==> config.mk <==
export PLATFORM = sky130hd
export DESIGN_NAME = serial_link_reg_master
export DESIGN_NICKNAME = d
export VERILOG_FILES = /design/src/rtl/serial_link_reg_master.sv
export SDC_FILE = /design/constraint.sdc
export NUM_CORES = 1
export LEC_CHECK = 0
export CORE_MARGIN = 1.5
export CORE_UTILIZATION = 45
export CTS_BUF_LIST = sky130_fd_sc_hd__clkbuf_8 sky130_fd_sc_hd__clkbuf_16
export DETAILED_ROUTE_END_ITERATION = 7
export DONT_BUFFER_PORTS = 1
export PLACE_DENSITY = 0.73
export SLEW_MARGIN = 20
export SYNTH_ARGS = -nofsm -noshare
export SYNTH_HDL_FRONTEND = slang
export SYNTH_SLANG_ARGS = --single-unit
==> constraint.sdc <==
create_clock -name clk_i -period 1.8 [get_ports clk_i]
set_input_delay 0.54 -clock clk_i [delete_from_list [all_inputs] [get_ports clk_i]]
set_output_delay 0.54 -clock clk_i [all_outputs]
set_load 0.01 [all_outputs]
==> src/rtl/serial_link_reg_master.sv <==
// rtl/serial_link_reg_master.sv - reg-bus initiator driven by a command/response stream
// One command in flight: IDLE accepts, REQ waits for ready or timeout, RSP holds the response.
module serial_link_reg_master #(
  parameter int unsigned RegAddrWidth  = 32,
  parameter int unsigned RegDataWidth  = 32,
  parameter int unsigned TimeoutCycles = 256
) (
  input  logic                      clk_i,
  input  logic                      rst_ni,
  input  logic                      cmd_valid_i,
  output logic                      cmd_ready_o,
  input  logic [RegAddrWidth-1:0]   cmd_addr_i,
  input  logic                      cmd_write_i,
  input  logic [RegDataWidth-1:0]   cmd_wdata_i,
  input  logic [RegDataWidth/8-1:0] cmd_wstrb_i,
  output logic                      rsp_valid_o,
  input  logic                      rsp_ready_i,
  output logic [RegDataWidth-1:0]   rsp_rdata_o,
  output logic                      rsp_error_o,
  output logic                      rsp_timeout_o,
  output logic [RegAddrWidth-1:0]   reg_req_addr_o,
  output logic                      reg_req_write_o,
  output logic [RegDataWidth-1:0]   reg_req_wdata_o,
  output logic [RegDataWidth/8-1:0] reg_req_wstrb_o,
  output logic                      reg_req_valid_o,
  input  logic [RegDataWidth-1:0]   reg_rsp_rdata_i,
  input  logic                      reg_rsp_ready_i,
  input  logic                      reg_rsp_error_i,
  output logic                      busy_o
);

  localparam int unsigned StrbWidth = RegDataWidth / 8;
  localparam int unsigned CntWidth  = (TimeoutCycles > 2) ? $clog2(TimeoutCycles) : 1;
  localparam logic [CntWidth-1:0] CntLast =
    CntWidth'((TimeoutCycles == 0) ? 0 : TimeoutCycles - 1);

  typedef enum logic [1:0] {IDLE, REQ, RSP} state_e;

  state_e                  state_q, state_d;
  logic [RegAddrWidth-1:0] addr_q, addr_d;
  logic                    write_q, write_d;
  logic [RegDataWidth-1:0] wdata_q, wdata_d;
  logic [StrbWidth-1:0]    wstrb_q, wstrb_d;
  logic                    req_valid_q, req_valid_d;
  logic                    rsp_valid_q, rsp_valid_d;
  logic [RegDataWidth-1:0] rsp_rdata_q, rsp_rdata_d;
  logic                    rsp_error_q, rsp_error_d;
  logic                    rsp_timeout_q, rsp_timeout_d;
  logic [CntWidth-1:0]     cnt_q, cnt_d;

  assign cmd_ready_o     = (state_q == IDLE);
  assign busy_o          = (state_q != IDLE);
  assign reg_req_addr_o  = addr_q;
  assign reg_req_write_o = write_q;
  assign reg_req_wdata_o = wdata_q;
  assign reg_req_wstrb_o = wstrb_q;
  assign reg_req_valid_o = req_valid_q;
  assign rsp_valid_o     = rsp_valid_q;
  assign rsp_rdata_o     = rsp_rdata_q;
  assign rsp_error_o     = rsp_error_q;
  assign rsp_timeout_o   = rsp_timeout_q;

  always_comb begin
    state_d       = state_q;
    addr_d        = addr_q;
    write_d       = write_q;
    wdata_d       = wdata_q;
    wstrb_d       = wstrb_q;
    req_valid_d   = req_valid_q;
    rsp_valid_d   = rsp_valid_q;
    rsp_rdata_d   = rsp_rdata_q;
    rsp_error_d   = rsp_error_q;
    rsp_timeout_d = rsp_timeout_q;
    cnt_d         = cnt_q;
    case (state_q)
      IDLE: begin
        if (cmd_valid_i) begin
          addr_d      = cmd_addr_i;
          write_d     = cmd_write_i;
          wdata_d     = cmd_wdata_i;
          wstrb_d     = cmd_wstrb_i;
          req_valid_d = 1'b1;
          cnt_d       = '0;
          state_d     = REQ;
        end
      end
      REQ: begin
        // Ready outranks a timeout landing on the same cycle.
        if (reg_rsp_ready_i) begin
          addr_d        = '0;
          write_d       = 1'b0;
          wdata_d       = '0;
          wstrb_d       = '0;
          req_valid_d   = 1'b0;
          rsp_valid_d   = 1'b1;
          rsp_error_d   = reg_rsp_error_i;
          rsp_timeout_d = 1'b0;
          rsp_rdata_d   = (!write_q && !reg_rsp_error_i) ? reg_rsp_rdata_i : '0;
          state_d       = RSP;
        end else if ((TimeoutCycles != 0) && (cnt_q == CntLast)) begin
          addr_d        = '0;
          write_d       = 1'b0;
          wdata_d       = '0;
          wstrb_d       = '0;
          req_valid_d   = 1'b0;
          rsp_valid_d   = 1'b1;
          rsp_error_d   = 1'b1;
          rsp_timeout_d = 1'b1;
          rsp_rdata_d   = '0;
          state_d       = RSP;
        end else if (cnt_q != '1) begin
          cnt_d = cnt_q + 1'b1;
        end
      end
      RSP: begin
        if (rsp_ready_i) begin
          rsp_valid_d   = 1'b0;
          rsp_rdata_d   = '0;
          rsp_error_d   = 1'b0;
          rsp_timeout_d = 1'b0;
          state_d       = IDLE;
        end
      end
      default: state_d = IDLE;
    endcase
  end

  always_ff @(posedge clk_i or negedge rst_ni) begin
    if (!rst_ni) begin
      state_q       <= IDLE;
      addr_q        <= '0;
      write_q       <= 1'b0;
      wdata_q       <= '0;
      wstrb_q       <= '0;
      req_valid_q   <= 1'b0;
      rsp_valid_q   <= 1'b0;
      rsp_rdata_q   <= '0;
      rsp_error_q   <= 1'b0;
      rsp_timeout_q <= 1'b0;
      cnt_q         <= '0;
    end else begin
      state_q       <= state_d;
      addr_q        <= addr_d;
      write_q       <= write_d;
      wdata_q       <= wdata_d;
      wstrb_q       <= wstrb_d;
      req_valid_q   <= req_valid_d;
      rsp_valid_q   <= rsp_valid_d;
      rsp_rdata_q   <= rsp_rdata_d;
      rsp_error_q   <= rsp_error_d;
      rsp_timeout_q <= rsp_timeout_d;
      cnt_q         <= cnt_d;
    end
  end

endmodule

==> flow_metrics.env, run 1 <==
export IMPL_grt_first_pass_wirelength_um=21260
export IMPL_min_period_ns=1.745
export IMPL_grt_pass1_vias=4084
export IMPL_die_w_um=113.2
export IMPL_gr_usage_all_layers_pct=21.22
export IMPL_netlist_instances=525
export IMPL_ys_seq_area_share_pct=52.62
export IMPL_synth_fp_nets=633
export IMPL_required_ns=1.26
export IMPL_max_vdd_ir_drop_mv=0.7118
export IMPL_leakage_nw=2.637
export IMPL_grt_max_degree=116
export IMPL_layout_commonest_cell="dfrtp_1"
export IMPL_pre_cts_slack_ns=0.04161
export IMPL_p_int_mw=7.135
export IMPL_cts_path_max_buffers=2
export IMPL_synth_top_flop_cell="dfrtp_1"
export IMPL_cts_sinks=115
export IMPL_finalPower_mw=11.27
export IMPL_synth_edf_count=0
export IMPL_finalSetupViolations=0
export IMPL_drive_above_1_share_pct=12.69
export IMPL_clkPwrFrac_pct=29.4
export IMPL_layout_common_cells="dfrtp_1, nand2_1, a21oi_1, nor2b_1, o2bb2ai_1"
export IMPL_fillers=1050
export IMPL_io_pins=214
export IMPL_violations="hold timing"
export IMPL_num_vias=4019
export IMPL_wirelength_um=13730
export IMPL_crit_path_start="state_q[0]"
export IMPL_clk_pin_slew_ns=0.05
export IMPL_hp_class="in2async"
export IMPL_final_max_slew_viol_count=0
export IMPL_overflow=0
export IMPL_routedWlPerCell_um=20.10
export IMPL_async_reset_ff_share_pct=100.0
export IMPL_finalClockSkew_ns=0.007807
export IMPL_core_um2=11910
export IMPL_timing_rr_end="rsp_rdata_o[2]"
export IMPL_fp_dieH_um=113.2
export IMPL_path_class="reg2out"
export IMPL_clockRootBuffer="clkbuf_16"
export IMPL_finalWorstSetupSlack_ns=0.05479
export IMPL_cts_tree="yes"
export IMPL_reg2regPathDepth=6
export IMPL_endpoint_kind="output port"
export IMPL_yosysWarnings=0
export IMPL_rrSetupSlack_ns=0.07
export IMPL_die_area_um2=12820
export IMPL_cap_viol_max_count=0
export IMPL_max_freq_mhz=573.0
export IMPL_area_growth_pct=15.47
export IMPL_combPwrFrac_pct=28.2
export IMPL_r2r_start="cnt_q[0]"
export IMPL_finalNetCount=631
export IMPL_start_kind="flip-flop"
export IMPL_crit_arrival_ns=1.21
export IMPL_p_per_area_nw_per_um2=1785
export IMPL_diodes=0
export IMPL_switching_power_mw=4.138
export IMPL_htreeDepth=4
export IMPL_fin_util_pct=53.01
export IMPL_hold_viol=115
export IMPL_p_sw_share_pct=36.71
export IMPL_routabilityCongestion=0.8724
export IMPL_slew_headroom_pct=64.68
export IMPL_drt_first_pass_iters=4
export IMPL_critPathMaxFanout=11
export IMPL_ant_nets=0
export IMPL_syn_area_per_cell_um2=10.42
export IMPL_start_util_pct=45.91
export IMPL_io_buffer_count=0
export IMPL_antenna_found_initial=0
export IMPL_drtIter0Drc=225
export IMPL_clk_latency_ns=0.41
export IMPL_tightest_slew_ns=0.5298
export IMPL_via_per_inst=5.884
export IMPL_hold_slack_ns=-0.1760
export IMPL_drc=0
export IMPL_pwr_share_seq_pct=42.4
export IMPL_syn_cell_area_um2=5469
export IMPL_synth_seq_cells=115
export IMPL_numCtsBuffers=17
export IMPL_outcome="complete, but fails checks"
export IMPL_synth_cell_types=35
export IMPL_dp_hpwl_um=8914
export IMPL_rows=40
export IMPL_finalCritPeriodShare_pct=96.96
-- metal layers --
metal  track usage [%]  wire length [um]  vias up
met5                 0                 0        -
li1                  -                 -     1850
met3             7.284               779       30
met1             25.81              5619     1993
met4             10.25               401        0
met2             33.94              6928      146
-- worst max-delay path by stage --
stage                         end  slack [ns]  depth (start not counted)
3_5_place_dp       rsp_rdata_o[2]        0.04                          6
5_1_grt            rsp_rdata_o[2]      -0.009                          6
2_1_floorplan  reg_req_addr_o[26]        0.08                          8
3_3_place_gp             cnt_q[5]        0.14                          6
4_1_cts               cmd_ready_o       0.008                          3
6_report              cmd_ready_o        0.05                          2
-- sequential cells by signal, summed over array words and instances (netlist names) --
register,flops
reg_req_wdata_o,32
state_q,2
rsp_error_o,1
reg_req_valid_o,1
rsp_rdata_o,32
rsp_valid_o,1
reg_req_write_o,1
reg_req_wstrb_o,4
rsp_timeout_o,1
cnt_q,8
reg_req_addr_o,32
-- cell families (layout without fill, tap and decap cells) --
| family | Yosys count | after routing | share of synthesized area, % |
|---|---|---|---|
| AO/OA/AOI/OAI | 157 | 157 | 20.09 |
| XOR/XNOR | 3 | 3 | 0.4805 |
| adder cells (fa/ha/maj) | 1 | 1 | 0.2287 |
| buffers and inverters | 50 | 61 | 4.598 |
| flip-flops | 115 | 115 | 52.62 |
| multiplexers | 35 | 35 | 6.406 |
| AND/OR/NAND/NOR | 164 | 164 | 15.58 |
-- layout make-up --
| class | count | area [um2] | area share [%] |
|---|---|---|---|
| clock buffer | 21 | 480.5 | 7.608 |
| clock inverter | 11 | 108.9 | 1.724 |
| inverter | 6 | 22.52 | 0.3566 |
| multi-input combinational | 360 | 2387 | 37.80 |
| sequential | 115 | 2879 | 45.59 |
| tap | 147 | 183.9 | 2.913 |
| timing repair buffer | 23 | 252.7 | 4.002 |
-- critical path, stage by stage, from the launching register on --
cell and delay, ns:
dfrtp_2 0.49, nor2_4 0.17, buf_4 0.14
-- Yosys cell counts, types with 2 or more instances --
cell	count	area (um2)
dfrtp_1	115	2878
buf_6	6	67.56
a21o_1	3	22.52
nor3_1	2	10.01
clkbuf_1	26	97.59
nor2b_1	72	450.4
xnor2_1	3	26.28
nor2_1	2	7.510
o2bb2ai_1	69	604.3
a21oi_2	2	17.52
buf_4	2	15.01
buf_2	9	45.04
o21ai_0	3	15.01
inv_1	6	22.52
nand2_1	76	285.3
a21oi_1	74	370.4
nand4_1	3	18.77
mux2i_1	35	350.3
-- timing repair --
| item | in CTS | in global routing |
|---|---|---|
| cloned | 0 | 2 |
| gates resized for setup | 3 | 4 |
| endpoints found under the setup margin | 2 | 98 |
| endpoints found under the hold margin | 115 | 115 |
| pin swaps | 1 | 3 |
| setup buffers | 1 | 4 |
-- metrics by stage --
stage | area (um2) | std cells | TNS, ns
after global routing | 6315 | 683 | -0.008874
after global placement | 5615 | 644 | 0
final | 6315 | 683 | 0
after floorplan | 5469 | 525 | 0
after CTS | 6223 | 677 | 0
after detailed placement | 5615 | 644 | 0
-- power by group through the flow --
stage	combinational (mW)	clock, mW	sequential [mW]
final	3.18	3.32	4.77
after global routing	3.53	3.51	4.87
after CTS	2.99	3.37	4.78
after detailed placement	2.96	0	4.79
after global placement	2.78	0	4.75
after floorplan	2.44	0	4.45
Power figures use the tool's default switching activity.
==> inputs of run 2 (changes only) <==
RECOVER_POWER = 50   (was default)
==> run 2 against run 1 <==
Compared with the run above: the run still ends with hold timing left; utilization about the same; critical path depth did not move; design area is essentially flat; routed wire length is 0.23% lower; largest cell class unchanged; non-clock buffer count stayed put; combinational power barely moved.
==> flow_metrics.env, run 2 (same netlist as run 1, synthesis figures left out) <==
export IMPL_antenna_found_initial=0
export IMPL_clk_pin_slew_ns=0.05
export IMPL_cts_tree="yes"
export IMPL_max_vdd_ir_drop_mv=0.7118
export IMPL_gr_usage_all_layers_pct=21.22
export IMPL_finalPower_mw=11.26
export IMPL_num_vias=4026
export IMPL_finalSetupViolations=0
export IMPL_drc=0
export IMPL_cp_slowest_cell="dfrtp_2"
export IMPL_cts_sinks=115
export IMPL_crit_chain="nor2_4 > buf_4"
export IMPL_wirelength_um=13700
export IMPL_rows=40
export IMPL_endpoint_kind="output port"
export IMPL_io_pins=214
export IMPL_slew_headroom_pct=64.93
export IMPL_layout_common_cells="dfrtp_1, nand2_1, a21oi_1, nor2b_1, o2bb2ai_1"
export IMPL_die_area_um2=12820
export IMPL_rrSetupSlack_ns=0.08
export IMPL_dp_hpwl_um=8914
export IMPL_tightest_slew_ns=0.5261
export IMPL_violations="hold timing"
export IMPL_clockRootBuffer="clkbuf_16"
export IMPL_diodes=0
export IMPL_io_buffer_count=0
export IMPL_routabilityCongestion=0.8724
export IMPL_busiest_layer="met2"
export IMPL_routedWlPerCell_um=20.05
export IMPL_layout_commonest_cell="dfrtp_1"
export IMPL_finalCritPeriodShare_pct=96.67
export IMPL_max_freq_mhz=574.7
export IMPL_p_per_area_nw_per_um2=1784
export IMPL_hold_slack_ns=-0.1769
export IMPL_min_period_ns=1.740
export IMPL_critPathMaxStageDelay_ns=0.49
export IMPL_start_util_pct=45.91
export IMPL_cap_viol_max_count=0
export IMPL_clk_latency_ns=0.41
export IMPL_gr_usage_met3_pct=7.284
export IMPL_outcome="complete, but fails checks"
export IMPL_finalClockSkew_ns=0.007734
export IMPL_htreeDepth=4
export IMPL_ant_nets=0
export IMPL_start_kind="flip-flop"
export IMPL_met2_usage_pct=33.94
export IMPL_die_w_um=113.2
export IMPL_leakage_nw=2.633
export IMPL_critPathMaxFanout=11
export IMPL_r2r_start="cnt_q[3]"
export IMPL_path_class="reg2out"
export IMPL_drtIter0Drc=215
export IMPL_area_growth_pct=15.40
export IMPL_cp_top_family="flip-flops"
export IMPL_required_ns=1.26
export IMPL_drive_above_1_share_pct=12.50
export IMPL_grt_max_degree=116
export IMPL_fp_dieH_um=113.2
export IMPL_finalNetCount=631
export IMPL_crit_arrival_ns=1.20
export IMPL_overflow=0
export IMPL_hold_viol=115
export IMPL_final_max_slew_viol_count=0
export IMPL_numCtsBuffers=17
export IMPL_via_per_inst=5.895
export IMPL_grt_first_pass_wirelength_um=21260
export IMPL_hp_class="in2async"
export IMPL_critical_path_buf_inv_count=1
export IMPL_grt_pass1_vias=4084
export IMPL_grt_util_met1_pct=25.81
export IMPL_drt_first_pass_iters=4
export IMPL_cts_path_max_buffers=2
export IMPL_core_um2=11910
export IMPL_timing_rr_end="rsp_rdata_o[2]"
export IMPL_reg2regPathDepth=5
run 2: cell types whose count changed in the layout (fill, tap and decap cells not counted):
cell,change
buf_4,-1
clkbuf_1,+1
run 2: final cells by class:
class	count	area [um2]
flip-flops and latches	115	2879
well taps	147	183.9
fillers	1049	5600
multi-input cells	360	2387
clock buffers	21	480.5
repair buffers	23	249.0
clock inverters	11	108.9
inverters	6	22.52
run 2: report_power, final:
group | internal, mW | switching [mW] | total (mW) | leakage, nW
registers | 3.50 | 1.28 | 4.77 | 1.51
clock network | 2.16 | 1.16 | 3.32 | 0.296
logic | 1.47 | 1.69 | 3.17 | 0.828
run 2: per-layer routing:
metal	part of all wire [%]	vias to the layer above
li1	-	1844
met1	41	2009
met2	51	140
met3	5.6	33
met4	3.1	0
met5	0	-
run 2: how the worst max path moves through the flow:
stage                           from                 end  slack (ns)  cells past startpoint
final                     state_q[0]         cmd_ready_o        0.06                      2
after detailed placement    cnt_q[0]      rsp_rdata_o[2]        0.04                      6
after floorplan             cnt_q[0]  reg_req_addr_o[26]        0.08                      8
after global placement      cnt_q[0]            cnt_q[5]        0.14                      6
after global routing        cnt_q[1]      rsp_rdata_o[2]      -0.007                      6
after CTS                 state_q[1]         cmd_ready_o       0.008                      3
run 2: through the flow:
step	TNS, ns	instances	setup WS [ns]	utilization [%]	cell area [um2]
after floorplan	0	525	0.08415	-	5469
after global placement	0	644	0.1380	47.14	5615
after detailed placement	0	644	0.04161	47.14	5615
after global routing	-0.006649	683	-0.006649	52.98	6311
final	0	683	0.05995	52.98	6311
after CTS	0	677	0.007951	52.25	6223
run 2: what timing repair did:
action	CTS	global route
hold endpoints to repair	115	115
endpoints found under the setup margin	2	98
pin swaps	1	3
setup buffers	1	4
cloned	0	2
resized for setup	3	4
==> inputs of run 3 (changes only) <==
MAX_ROUTING_LAYER = met4   (was default)
==> run 3 against run 2 <==
Compared with the run above: the flow still finishes with violations (hold timing); routed wire length rose by 0.10%; count of clock-buffer cells in the layout did not move; global-route usage rose by 0.68 points; register-to-register slack hardly changed; sequential power about the same; die area unchanged; final cell count unchanged; design area is the same; worst hold slack got worse by 0.00085 ns; total power is essentially flat; non-clock buffer count stayed put; sequential cell count did not move; critical path type unchanged; critical endpoint unchanged; largest power group unchanged.
==> flow_metrics.env, run 3 (same netlist as run 1, synthesis figures left out) <==
export IMPL_max_vdd_ir_drop_mv=0.7127
export IMPL_cts_path_max_buffers=2
export IMPL_required_ns=1.26
export IMPL_die_w_um=113.2
export IMPL_fp_dieH_um=113.2
export IMPL_leakage_nw=2.633
export IMPL_area_growth_pct=15.40
export IMPL_clk_pin_slew_ns=0.05
export IMPL_numCtsBuffers=17
export IMPL_finalClockSkew_ns=0.006807
export IMPL_drc=0
export IMPL_fin_util_pct=52.98
export IMPL_hold_viol=115
export IMPL_path_class="reg2out"
export IMPL_gr_usage_met3_pct=6.802
export IMPL_violations="hold timing"
export IMPL_slew_headroom_pct=64.65
export IMPL_diodes=0
export IMPL_via_per_inst=5.898
export IMPL_final_max_slew_viol_count=0
export IMPL_start_util_pct=45.91
export IMPL_layout_common_cells="dfrtp_1, nand2_1, a21oi_1, nor2b_1, o2bb2ai_1"
export IMPL_finalCritPeriodShare_pct=96.90
export IMPL_gr_usage_all_layers_pct=21.90
export IMPL_rows=40
export IMPL_crit_arrival_ns=1.20
export IMPL_r2r_start="cnt_q[0]"
export IMPL_critPathMaxFanout=11
export IMPL_ant_nets=0
export IMPL_overflow=0
export IMPL_grt_pass1_vias=4074
export IMPL_routabilityCongestion=0.8867
export IMPL_p_per_area_nw_per_um2=1785
export IMPL_grt_first_pass_wirelength_um=21290
export IMPL_outcome="complete, but fails checks"
export IMPL_layout_commonest_cell="dfrtp_1"
export IMPL_start_kind="flip-flop"
export IMPL_antenna_found_initial=0
export IMPL_core_um2=11910
export IMPL_dp_hpwl_um=8914
export IMPL_routedWlPerCell_um=20.07
export IMPL_htreeDepth=4
export IMPL_grt_util_met1_pct=26.20
export IMPL_cts_tree="yes"
export IMPL_clk_latency_ns=0.41
export IMPL_drive_above_1_share_pct=12.50
export IMPL_grt_max_degree=116
export IMPL_die_area_um2=12820
export IMPL_finalNetCount=631
export IMPL_clockRootBuffer="clkbuf_16"
export IMPL_hold_slack_ns=-0.1778
export IMPL_min_period_ns=1.744
export IMPL_wirelength_um=13710
export IMPL_io_pins=214
export IMPL_fillers=1049
export IMPL_hp_class="in2async"
export IMPL_cts_sinks=115
export IMPL_num_vias=4028
export IMPL_endpoint_kind="output port"
export IMPL_drt_first_pass_iters=4
export IMPL_met2_usage_pct=33.98
export IMPL_drtIter0Drc=214
export IMPL_crit_path_start="state_q[0]"
export IMPL_finalSetupViolations=0
export IMPL_cap_viol_max_count=0
export IMPL_busiest_layer="met2"
export IMPL_io_buffer_count=0
export IMPL_max_freq_mhz=573.3
export IMPL_tightest_slew_ns=0.5302
==> run 3: cell counts in the layout (fill, tap and decap cells not counted) <==
Identical to the previous run, type by type.
==> run 3: routing by layer <==
layer / up-vias / wire [um]
met3: 30 / 727
met4: 0 / 365
met2: 153 / 7028
met1: 1999 / 5589
met5: - / 0
li1: 1846 / -
==> run 3: cell type report <==
class                   instances  area (um2)  share of cell area, %
clock buffers                  21       480.5                  7.613
clock inverters                11       108.9                  1.725
inverters                       6       22.52                 0.3569
multi-input cells             360        2387                  37.83
flip-flops and latches        115        2879                  45.62
well taps                     147       183.9                  2.914
repair buffers                 23       249.0                  3.945
==> run 3: final timing paths <==
path                              endpoint  slack, ns  depth (start not counted)
setup / recovery               cmd_ready_o       0.06                          2
hold / removal             rsp_rdata_o[25]      -0.18                          0
setup reg to reg            rsp_rdata_o[2]       0.07                          6
hold reg to reg                   cnt_q[6]       0.54                          1
max in group asynchronous         cnt_q[7]       1.83                          0
min in group clk_i                cnt_q[5]       0.21                          1
==> run 3: critical path, cell delays in order (launching register included) <==
cell,delay (ns)
dfrtp_2,0.50
nor2_4,0.16
buf_4,0.13
==> run 3: per-stage QoR <==
stage	cell area [um2]	TNS (ns)	worst slack, ns	power [mW]	std cells
after detailed placement	5615	0	0.04161	7.744	644
after global placement	5615	0	0.1380	7.530	644
after CTS	6223	0	0.007951	11.14	677
after global routing	6311	-0.006600	-0.006600	11.91	683
after floorplan	5469	0	0.08415	6.894	525
final	6311	0	0.05578	11.27	683
==> run 3: power breakdown <==
part | switching (mW) | internal, mW
Clock | 1.16 | 2.16
Combinational | 1.70 | 1.47
Sequential | 1.28 | 3.50
==> run 3: repair_timing <==
action                                  in CTS  in global routing
gates resized for setup                      3                  4
endpoints found under the setup margin       2                 99
setup buffers                                1                  4
pin swaps                                    1                  3
endpoints found under the hold margin      115                115
cloned                                       0                  2
